`config.mk`:
```
export PLATFORM = sky130hd
export DESIGN_NAME = stopwatch_controller_flat
export DESIGN_NICKNAME = d
export VERILOG_FILES = /design/src/rtl/stopwatch_pkg.sv /design/src/rtl/stopwatch_controller_if.sv /design/src/rtl/bcd_digit_counter.sv /design/src/rtl/stopwatch_controller.sv /design/src/flat_wrapper.sv
export SDC_FILE = /design/constraint.sdc
export NUM_CORES = 1
export LEC_CHECK = 0
export ABC_AREA = 1
export BUFFER_PORTS_ARGS = -buffer_cell sky130_fd_sc_hd__buf_4
export CORE_ASPECT_RATIO = 1.2
export CORE_MARGIN = 10
export CORE_UTILIZATION = 50
export CTS_CLUSTER_SIZE = 30
export DETAILED_ROUTE_END_ITERATION = 16
export PLACE_DENSITY = 0.69
export SYNTH_ARGS = -nofsm -noshare
export SYNTH_HDL_FRONTEND = slang
export SYNTH_SLANG_ARGS = --single-unit
```
`constraint.sdc`:
```
create_clock -name clk -period 4.55 [get_ports clk]
set_input_delay 0.2275 -clock clk [delete_from_list [all_inputs] [get_ports clk]]
set_output_delay 0.2275 -clock clk [all_outputs]
set_load 0.005 [all_outputs]
```
`src/rtl/stopwatch_pkg.sv`:
```
// Shared types, digit limits and button-priority decode for the stopwatch controller.
package stopwatch_pkg;

    typedef enum logic [1:0] {
        IDLE    = 2'd0,
        RUNNING = 2'd1,
        PAUSED  = 2'd2
    } state_e;

    typedef enum logic [2:0] {
        CMD_NONE  = 3'd0,
        CMD_CLEAR = 3'd1,
        CMD_STOP  = 3'd2,
        CMD_START = 3'd3,
        CMD_LAP   = 3'd4
    } btn_cmd_e;

    localparam int unsigned DIGIT_MAX        = 9;
    localparam int unsigned TENS_MAX         = 5;
    localparam int unsigned DEF_TICKS_PER_CS = 10;
    localparam int unsigned DEF_MAX_MIN_TENS = 5;
    localparam int unsigned PRESC_W          = 4;

    typedef struct packed {
        logic [2:0] min_tens;
        logic [3:0] min_ones;
        logic [2:0] sec_tens;
        logic [3:0] sec_ones;
        logic [3:0] cs_tens;
        logic [3:0] cs_ones;
    } sw_time_t;

    // Highest-priority button that has an effect in the current state wins.
    function automatic btn_cmd_e decode_cmd(input state_e st, input logic clr, input logic stp,
                                            input logic strt, input logic lap);
        btn_cmd_e c;
        c = CMD_NONE;
        if (clr)                         c = CMD_CLEAR;
        else if (stp && st == RUNNING)   c = CMD_STOP;
        else if (strt && st != RUNNING)  c = CMD_START;
        else if (lap && st == RUNNING)   c = CMD_LAP;
        return c;
    endfunction

endpackage

```
`src/rtl/stopwatch_controller_if.sv`:
```
// Button/tick inputs and display/status outputs of the stopwatch controller.
interface stopwatch_controller_if;
    logic       start_btn;
    logic       stop_btn;
    logic       clear_btn;
    logic       lap_btn;
    logic       ms_tick;
    logic       timer_enable;
    logic       running;
    logic       paused;
    logic       lap_active;
    logic       rollover;
    logic [2:0] min_tens;
    logic [3:0] min_ones;
    logic [2:0] sec_tens;
    logic [3:0] sec_ones;
    logic [3:0] cs_tens;
    logic [3:0] cs_ones;

    modport master (
        output start_btn, stop_btn, clear_btn, lap_btn, ms_tick,
        input  timer_enable, running, paused, lap_active, rollover,
        input  min_tens, min_ones, sec_tens, sec_ones, cs_tens, cs_ones
    );

    modport slave (
        input  start_btn, stop_btn, clear_btn, lap_btn, ms_tick,
        output timer_enable, running, paused, lap_active, rollover,
        output min_tens, min_ones, sec_tens, sec_ones, cs_tens, cs_ones
    );
endinterface

```
`src/rtl/bcd_digit_counter.sv`:
```
// One BCD digit of the time chain: wraps at MAX and carries combinationally.
module bcd_digit_counter #(
    parameter int unsigned W   = 4,
    parameter int unsigned MAX = 9
) (
    input  logic         clk,
    input  logic         rst_n,
    input  logic         inc_in_i,
    input  logic         clr_i,
    output logic [W-1:0] value_o,
    output logic [W-1:0] value_d_c,
    output logic         carry_out_c
);

    localparam logic [W-1:0] MAX_V = W'(MAX);

    logic [W-1:0] value_q;
    logic [W-1:0] value_d;

    assign carry_out_c = inc_in_i && (value_q == MAX_V);

    always_comb begin
        value_d = value_q;
        if (clr_i)         value_d = '0;
        else if (inc_in_i) value_d = (value_q == MAX_V) ? '0 : value_q + W'(1);
    end

    always_ff @(posedge clk or negedge rst_n) begin
        if (!rst_n) value_q <= '0;
        else        value_q <= value_d;
    end

    assign value_o   = value_q;
    assign value_d_c = value_d;

endmodule

```
`src/rtl/stopwatch_controller.sv`:
```
// Stopwatch run-state FSM, ms-tick prescaler, BCD MM:SS.cc chain and lap-freeze display.
module stopwatch_controller
    import stopwatch_pkg::*;
#(
    parameter int unsigned TICKS_PER_CS = DEF_TICKS_PER_CS,
    parameter int unsigned MAX_MIN_TENS = DEF_MAX_MIN_TENS
) (
    input  logic                   clk,
    input  logic                   rst_n,
    stopwatch_controller_if.slave  bus
);

    localparam logic [PRESC_W-1:0] PRESC_LAST = PRESC_W'(TICKS_PER_CS - 1);

    state_e             state_q, state_d;
    btn_cmd_e           cmd;
    logic               tick_ok, cs_inc, clr_cnt;
    logic [PRESC_W-1:0] presc_q, presc_d;
    logic               lap_active_q, lap_active_d;
    sw_time_t           live_q, live_d, snap_q, snap_d, disp_q, disp_d;
    logic               timer_enable_q, running_q, paused_q, rollover_q;

    logic [3:0] cs1_q, cs1_d, cs10_q, cs10_d, s1_q, s1_d, m1_q, m1_d;
    logic [2:0] s10_q, s10_d, m10_q, m10_d;
    logic       cs1_co, cs10_co, s1_co, s10_co, m1_co, m10_co;

    assign cmd = decode_cmd(state_q, bus.clear_btn, bus.stop_btn, bus.start_btn, bus.lap_btn);

    // Next state, lap toggle/snapshot and prescaler.
    always_comb begin
        state_d      = state_q;
        lap_active_d = lap_active_q;
        snap_d       = snap_q;
        presc_d      = presc_q;
        clr_cnt      = 1'b0;
        unique case (cmd)
            CMD_CLEAR: begin
                state_d      = IDLE;
                lap_active_d = 1'b0;
                clr_cnt      = 1'b1;
            end
            CMD_STOP:  state_d = PAUSED;
            CMD_START: state_d = RUNNING;
            CMD_LAP: begin
                lap_active_d = !lap_active_q;
                if (!lap_active_q) snap_d = live_q;
            end
            default: ;
        endcase
        tick_ok = bus.ms_tick && (state_q == RUNNING) && (cmd != CMD_STOP) && (cmd != CMD_CLEAR);
        cs_inc  = tick_ok && (presc_q == PRESC_LAST);
        if (clr_cnt)      presc_d = '0;
        else if (cs_inc)  presc_d = '0;
        else if (tick_ok) presc_d = presc_q + PRESC_W'(1);
    end

    bcd_digit_counter #(.W(4), .MAX(DIGIT_MAX)) u_cs1 (
        .clk(clk), .rst_n(rst_n), .inc_in_i(cs_inc), .clr_i(clr_cnt),
        .value_o(cs1_q), .value_d_c(cs1_d), .carry_out_c(cs1_co));
    bcd_digit_counter #(.W(4), .MAX(DIGIT_MAX)) u_cs10 (
        .clk(clk), .rst_n(rst_n), .inc_in_i(cs1_co), .clr_i(clr_cnt),
        .value_o(cs10_q), .value_d_c(cs10_d), .carry_out_c(cs10_co));
    bcd_digit_counter #(.W(4), .MAX(DIGIT_MAX)) u_s1 (
        .clk(clk), .rst_n(rst_n), .inc_in_i(cs10_co), .clr_i(clr_cnt),
        .value_o(s1_q), .value_d_c(s1_d), .carry_out_c(s1_co));
    bcd_digit_counter #(.W(3), .MAX(TENS_MAX)) u_s10 (
        .clk(clk), .rst_n(rst_n), .inc_in_i(s1_co), .clr_i(clr_cnt),
        .value_o(s10_q), .value_d_c(s10_d), .carry_out_c(s10_co));
    bcd_digit_counter #(.W(4), .MAX(DIGIT_MAX)) u_m1 (
        .clk(clk), .rst_n(rst_n), .inc_in_i(s10_co), .clr_i(clr_cnt),
        .value_o(m1_q), .value_d_c(m1_d), .carry_out_c(m1_co));
    bcd_digit_counter #(.W(3), .MAX(MAX_MIN_TENS)) u_m10 (
        .clk(clk), .rst_n(rst_n), .inc_in_i(m1_co), .clr_i(clr_cnt),
        .value_o(m10_q), .value_d_c(m10_d), .carry_out_c(m10_co));

    assign live_q = {m10_q, m1_q, s10_q, s1_q, cs10_q, cs1_q};
    assign live_d = {m10_d, m1_d, s10_d, s1_d, cs10_d, cs1_d};
    assign disp_d = lap_active_d ? snap_d : live_d;

    always_ff @(posedge clk or negedge rst_n) begin
        if (!rst_n) begin
            state_q        <= IDLE;
            presc_q        <= '0;
            lap_active_q   <= 1'b0;
            snap_q         <= '0;
            disp_q         <= '0;
            timer_enable_q <= 1'b0;
            running_q      <= 1'b0;
            paused_q       <= 1'b0;
            rollover_q     <= 1'b0;
        end else begin
            state_q        <= state_d;
            presc_q        <= presc_d;
            lap_active_q   <= lap_active_d;
            snap_q         <= snap_d;
            disp_q         <= disp_d;
            timer_enable_q <= (state_d == RUNNING);
            running_q      <= (state_d == RUNNING);
            paused_q       <= (state_d == PAUSED);
            rollover_q     <= m10_co;
        end
    end

    assign bus.timer_enable = timer_enable_q;
    assign bus.running      = running_q;
    assign bus.paused       = paused_q;
    assign bus.lap_active   = lap_active_q;
    assign bus.rollover     = rollover_q;
    assign bus.min_tens     = disp_q.min_tens;
    assign bus.min_ones     = disp_q.min_ones;
    assign bus.sec_tens     = disp_q.sec_tens;
    assign bus.sec_ones     = disp_q.sec_ones;
    assign bus.cs_tens      = disp_q.cs_tens;
    assign bus.cs_ones      = disp_q.cs_ones;

endmodule

```
`src/flat_wrapper.sv`:
```
// flat-port wrapper written by rule: the top's interface ports become plain ports
module stopwatch_controller_flat import stopwatch_pkg::*;
#(
    parameter int unsigned TICKS_PER_CS = DEF_TICKS_PER_CS,
    parameter int unsigned MAX_MIN_TENS = DEF_MAX_MIN_TENS
)
  (clk, rst_n, bus_start_btn, bus_stop_btn, bus_clear_btn, bus_lap_btn, bus_ms_tick, bus_timer_enable, bus_running, bus_paused, bus_lap_active, bus_rollover, bus_min_tens, bus_min_ones, bus_sec_tens, bus_sec_ones, bus_cs_tens, bus_cs_ones);
  stopwatch_controller_if bus_i ();
  input  logic clk;
  input  logic rst_n;
  input wire logic [$bits(bus_i.start_btn)-1:0] bus_start_btn;
  input wire logic [$bits(bus_i.stop_btn)-1:0] bus_stop_btn;
  input wire logic [$bits(bus_i.clear_btn)-1:0] bus_clear_btn;
  input wire logic [$bits(bus_i.lap_btn)-1:0] bus_lap_btn;
  input wire logic [$bits(bus_i.ms_tick)-1:0] bus_ms_tick;
  output wire logic [$bits(bus_i.timer_enable)-1:0] bus_timer_enable;
  output wire logic [$bits(bus_i.running)-1:0] bus_running;
  output wire logic [$bits(bus_i.paused)-1:0] bus_paused;
  output wire logic [$bits(bus_i.lap_active)-1:0] bus_lap_active;
  output wire logic [$bits(bus_i.rollover)-1:0] bus_rollover;
  output wire logic [$bits(bus_i.min_tens)-1:0] bus_min_tens;
  output wire logic [$bits(bus_i.min_ones)-1:0] bus_min_ones;
  output wire logic [$bits(bus_i.sec_tens)-1:0] bus_sec_tens;
  output wire logic [$bits(bus_i.sec_ones)-1:0] bus_sec_ones;
  output wire logic [$bits(bus_i.cs_tens)-1:0] bus_cs_tens;
  output wire logic [$bits(bus_i.cs_ones)-1:0] bus_cs_ones;
  assign bus_i.start_btn = bus_start_btn;
  assign bus_i.stop_btn = bus_stop_btn;
  assign bus_i.clear_btn = bus_clear_btn;
  assign bus_i.lap_btn = bus_lap_btn;
  assign bus_i.ms_tick = bus_ms_tick;
  assign bus_timer_enable = bus_i.timer_enable;
  assign bus_running = bus_i.running;
  assign bus_paused = bus_i.paused;
  assign bus_lap_active = bus_i.lap_active;
  assign bus_rollover = bus_i.rollover;
  assign bus_min_tens = bus_i.min_tens;
  assign bus_min_ones = bus_i.min_ones;
  assign bus_sec_tens = bus_i.sec_tens;
  assign bus_sec_ones = bus_i.sec_ones;
  assign bus_cs_tens = bus_i.cs_tens;
  assign bus_cs_ones = bus_i.cs_ones;
  stopwatch_controller #(.TICKS_PER_CS(TICKS_PER_CS), .MAX_MIN_TENS(MAX_MIN_TENS)) u_core (.clk(clk), .rst_n(rst_n), .bus(bus_i));
endmodule
```
==> results.toml <==
[placed_design]
dp_slack_ps = 2340
gp_congestion = 0.857
place_inst = 514
port_buffers = 33
hpwl_mm = 4.67
place_area_um2 = 3790

[grt]
grt_pass1_vias = 2657
grt_pass1_wl_mm = 11.9
grt_overflow_total = 0
grt_max_degree = 77
grt.total_usage_pct = 13.0
antenna_found_initial = 0

[clock_network]
clkSlewWorstSetupHoldPaths_ps = 80
cts_setup_buffers = 0
cts-buffers-inserted = 9
cts_tree = "yes"
clock_sinks = 76
clk_latency_ps = 340
cts-root-buf = "clkbuf_8"
postCtsHoldBufs = 0
cts_max_level = 3
post_cts_resize_count = 0
cts_max_path_buffers = 2

[finish]
drive_gt1_share_pct = 17.6
multi_input_area_um2 = 1280
layout.nets = 447
insertedDiodeCount = 0
area_growth_pct = 12.7
regArea_um2 = 1900
instances_no_fill = 530
nFillCells = 615
postLayoutCellArea_um2 = 4010

[sta]
finalSetupViolCount = 0
hold_viol = 0
max_freq_mhz = 536
maxSlewViolCount = 0
min_period_ps = 1860
whs_ps = 22.1
setup_tns_ps = 0
fin_crit_sh_pct = 41.0
slew_headroom_pct = 38.7
worstMarginPinSlew_ps = 920
worst_slack_ps = 2690
rsz0062_at_grt = "false"
skew_ps = 9.55

[setup_path]
r2r_start = "u_core.presc_q[1]$_DFFE_PN0P_"
path_class = "reg -> reg"
timing.rr.end = "u_core.bus.cs_tens[1]$_DFF_PN0_"
critPathRequiredTime_ps = 4770
crit_path_end_kind = "flop"
crit_arrival_ps = 2080
cp-start-kind = "flop"
worstSetupStartpoint = "u_core.presc_q[1]$_DFFE_PN0P_"
reg2reg_depth = 11
critPathMaxFanout = 7
reg2reg_setup_slack_ps = 2690

[logic_synthesis]
yosysTopAreaCell = "dfrtp_1"
synth.avg_cell_area_um2 = 8.73
synth_top_family_by_area = "simple AND/OR/NAND/NOR gates"
ys_ff_latch = 76
yosys_warnings = 0
yosys.area_share.adder_pct = 0.704
yosysTopAreaCellShare_pct = 53.5
synth.most_common_cell = "nand2_1"
syn_nets = 416
synth.cell_area_um2 = 3550
synth_edf_count = 0
seq_area_frac_synth_pct = 53.5
synth-compound-area-share_pct = 11.2
synth_top_cells_by_count = "nand2_1 (114), dfrtp_1 (76), inv_1 (59)"
synth_cell_types = 33
synth.area.mux_share_pct = 0.422
synthCells = 407
synth-main-ff-cell = "dfrtp_1"
synthSimpleGateAreaFrac_pct = 23.1
ys_top_cells_by_area = "dfrtp_1 (54%), nand2_1 (12%), inv_1 (6.2%)"
synthArstFlopShare_pct = 100
synth-xor-area-share_pct = 0.739

[route]
routed_wl_mm = 6.77
dr.first_iter.drc_count = 147
avgViaCountPerCell = 5.05
vias = 2678
firstDrtPassIters = 4
drc = 0
final_antenna_net_count = 0
wl_per_cell_um = 12.8

[power_and_ir_drop]
leakage_nw = 2.07
power_density_nw_per_um2 = 336
peakVddDrop_mv = 0.187

[floorplanning]
initial_core_util_pct = 51.6
die_h_um = 112
io_pins = 34
die_area_um2 = 10900
rows = 33
design.core.area_um2 = 6900
die_w_um = 97.0

[job]
drv_cap = 0

[min_path]
hold_path.class = "in -> async"

[outcome]
status = "finished, final reports clean"
logic make-up after synthesis:
family                     count (synthesis)
xor gates and xnor gates                   3
AOI/OAI and AO/OA                         67
DFF                                       76
and+or+nand+nor                          181
adders and majority gates                  2
buffers and inverters                     77
muxes                                      1
layout by cell type, fill, tap and decap left out, types with 3 or more instances in the layout:
cell,n
a21oi_1,7
clkbuf_8,10
o21ai_0,22
nor2_1,26
o21ai_1,19
nand3_1,13
inv_1,59
nand2_1,114
o21ai_2,13
buf_4,34
dfrtp_1,76
o211ai_1,3
nor2_2,5
clkinv_2,3
nand4_1,13
area by class of cell:
type / instances / share of cell area, %
well taps: 87 / 2.72
flip-flops and latches: 76 / 47.5
inverters: 63 / 5.96
clock inverters: 4 / 1.81
multi-input cells: 254 / 32.1
repair buffers: 34 / 6.37
clock buffers: 12 / 3.62
flip-flops by register name (all words and copies together) (netlist names), 4 cells and up:
name                   cells
u_core.u_cs10.value_o      4
u_core.bus.sec_ones        4
u_core.bus.cs_ones         4
u_core.presc_q             4
u_core.snap_q             22
u_core.u_s1.value_o        4
u_core.u_m1.value_o        4
u_core.bus.cs_tens         4
u_core.u_cs1.value_o       4
u_core.bus.min_ones        4
metal layers:
metal	up-vias	track usage (%)	routed length [um]
met5	-	0	0
met4	0	7.49	176
met3	16	2.76	264
met2	48	21.3	3310
met1	1263	15.4	3020
li1	1351	-	-
power breakdown:
part	leakage, nW	switching (mW)	total (mW)	internal, mW
clock network	0.107	0.236	0.559	0.324
registers	1.04	0.00727	0.705	0.698
logic	0.924	0.0571	0.0840	0.0269
stage by stage:
| stage | power, mW | utilization [%] |
|---|---|---|
| after global routing | 1.40 | 58.1 |
| after global placement | 0.802 | 55.0 |
| after CTS | 1.37 | 58.1 |
| final | 1.35 | 58.1 |
| after floorplan | 0.774 | - |
| after detailed placement | 0.805 | 55.0 |
worst max-delay path by stage:
stage                     cells after the start                                to
after floorplan                              11   u_core.bus.cs_tens[1]$_DFF_PN0_
after global placement                        8  u_core.bus.min_ones[1]$_DFF_PN0_
after detailed placement                      8  u_core.bus.min_ones[1]$_DFF_PN0_
after CTS                                    11   u_core.bus.cs_tens[1]$_DFF_PN0_
after global routing                         11   u_core.bus.cs_tens[1]$_DFF_PN0_
final                                        11   u_core.bus.cs_tens[1]$_DFF_PN0_
critical path: stages, from the launching register on:
cell     delay, ps
dfrtp_1        410
inv_1           80
ha_1           140
nand3_1        110
inv_1          140
nand3_2        170
nor2_2         170
inv_1          130
o21ai_0        160
o21ai_1         80
nand2_1         80
o21ai_1         70
Power figures use the tool's default switching activity.
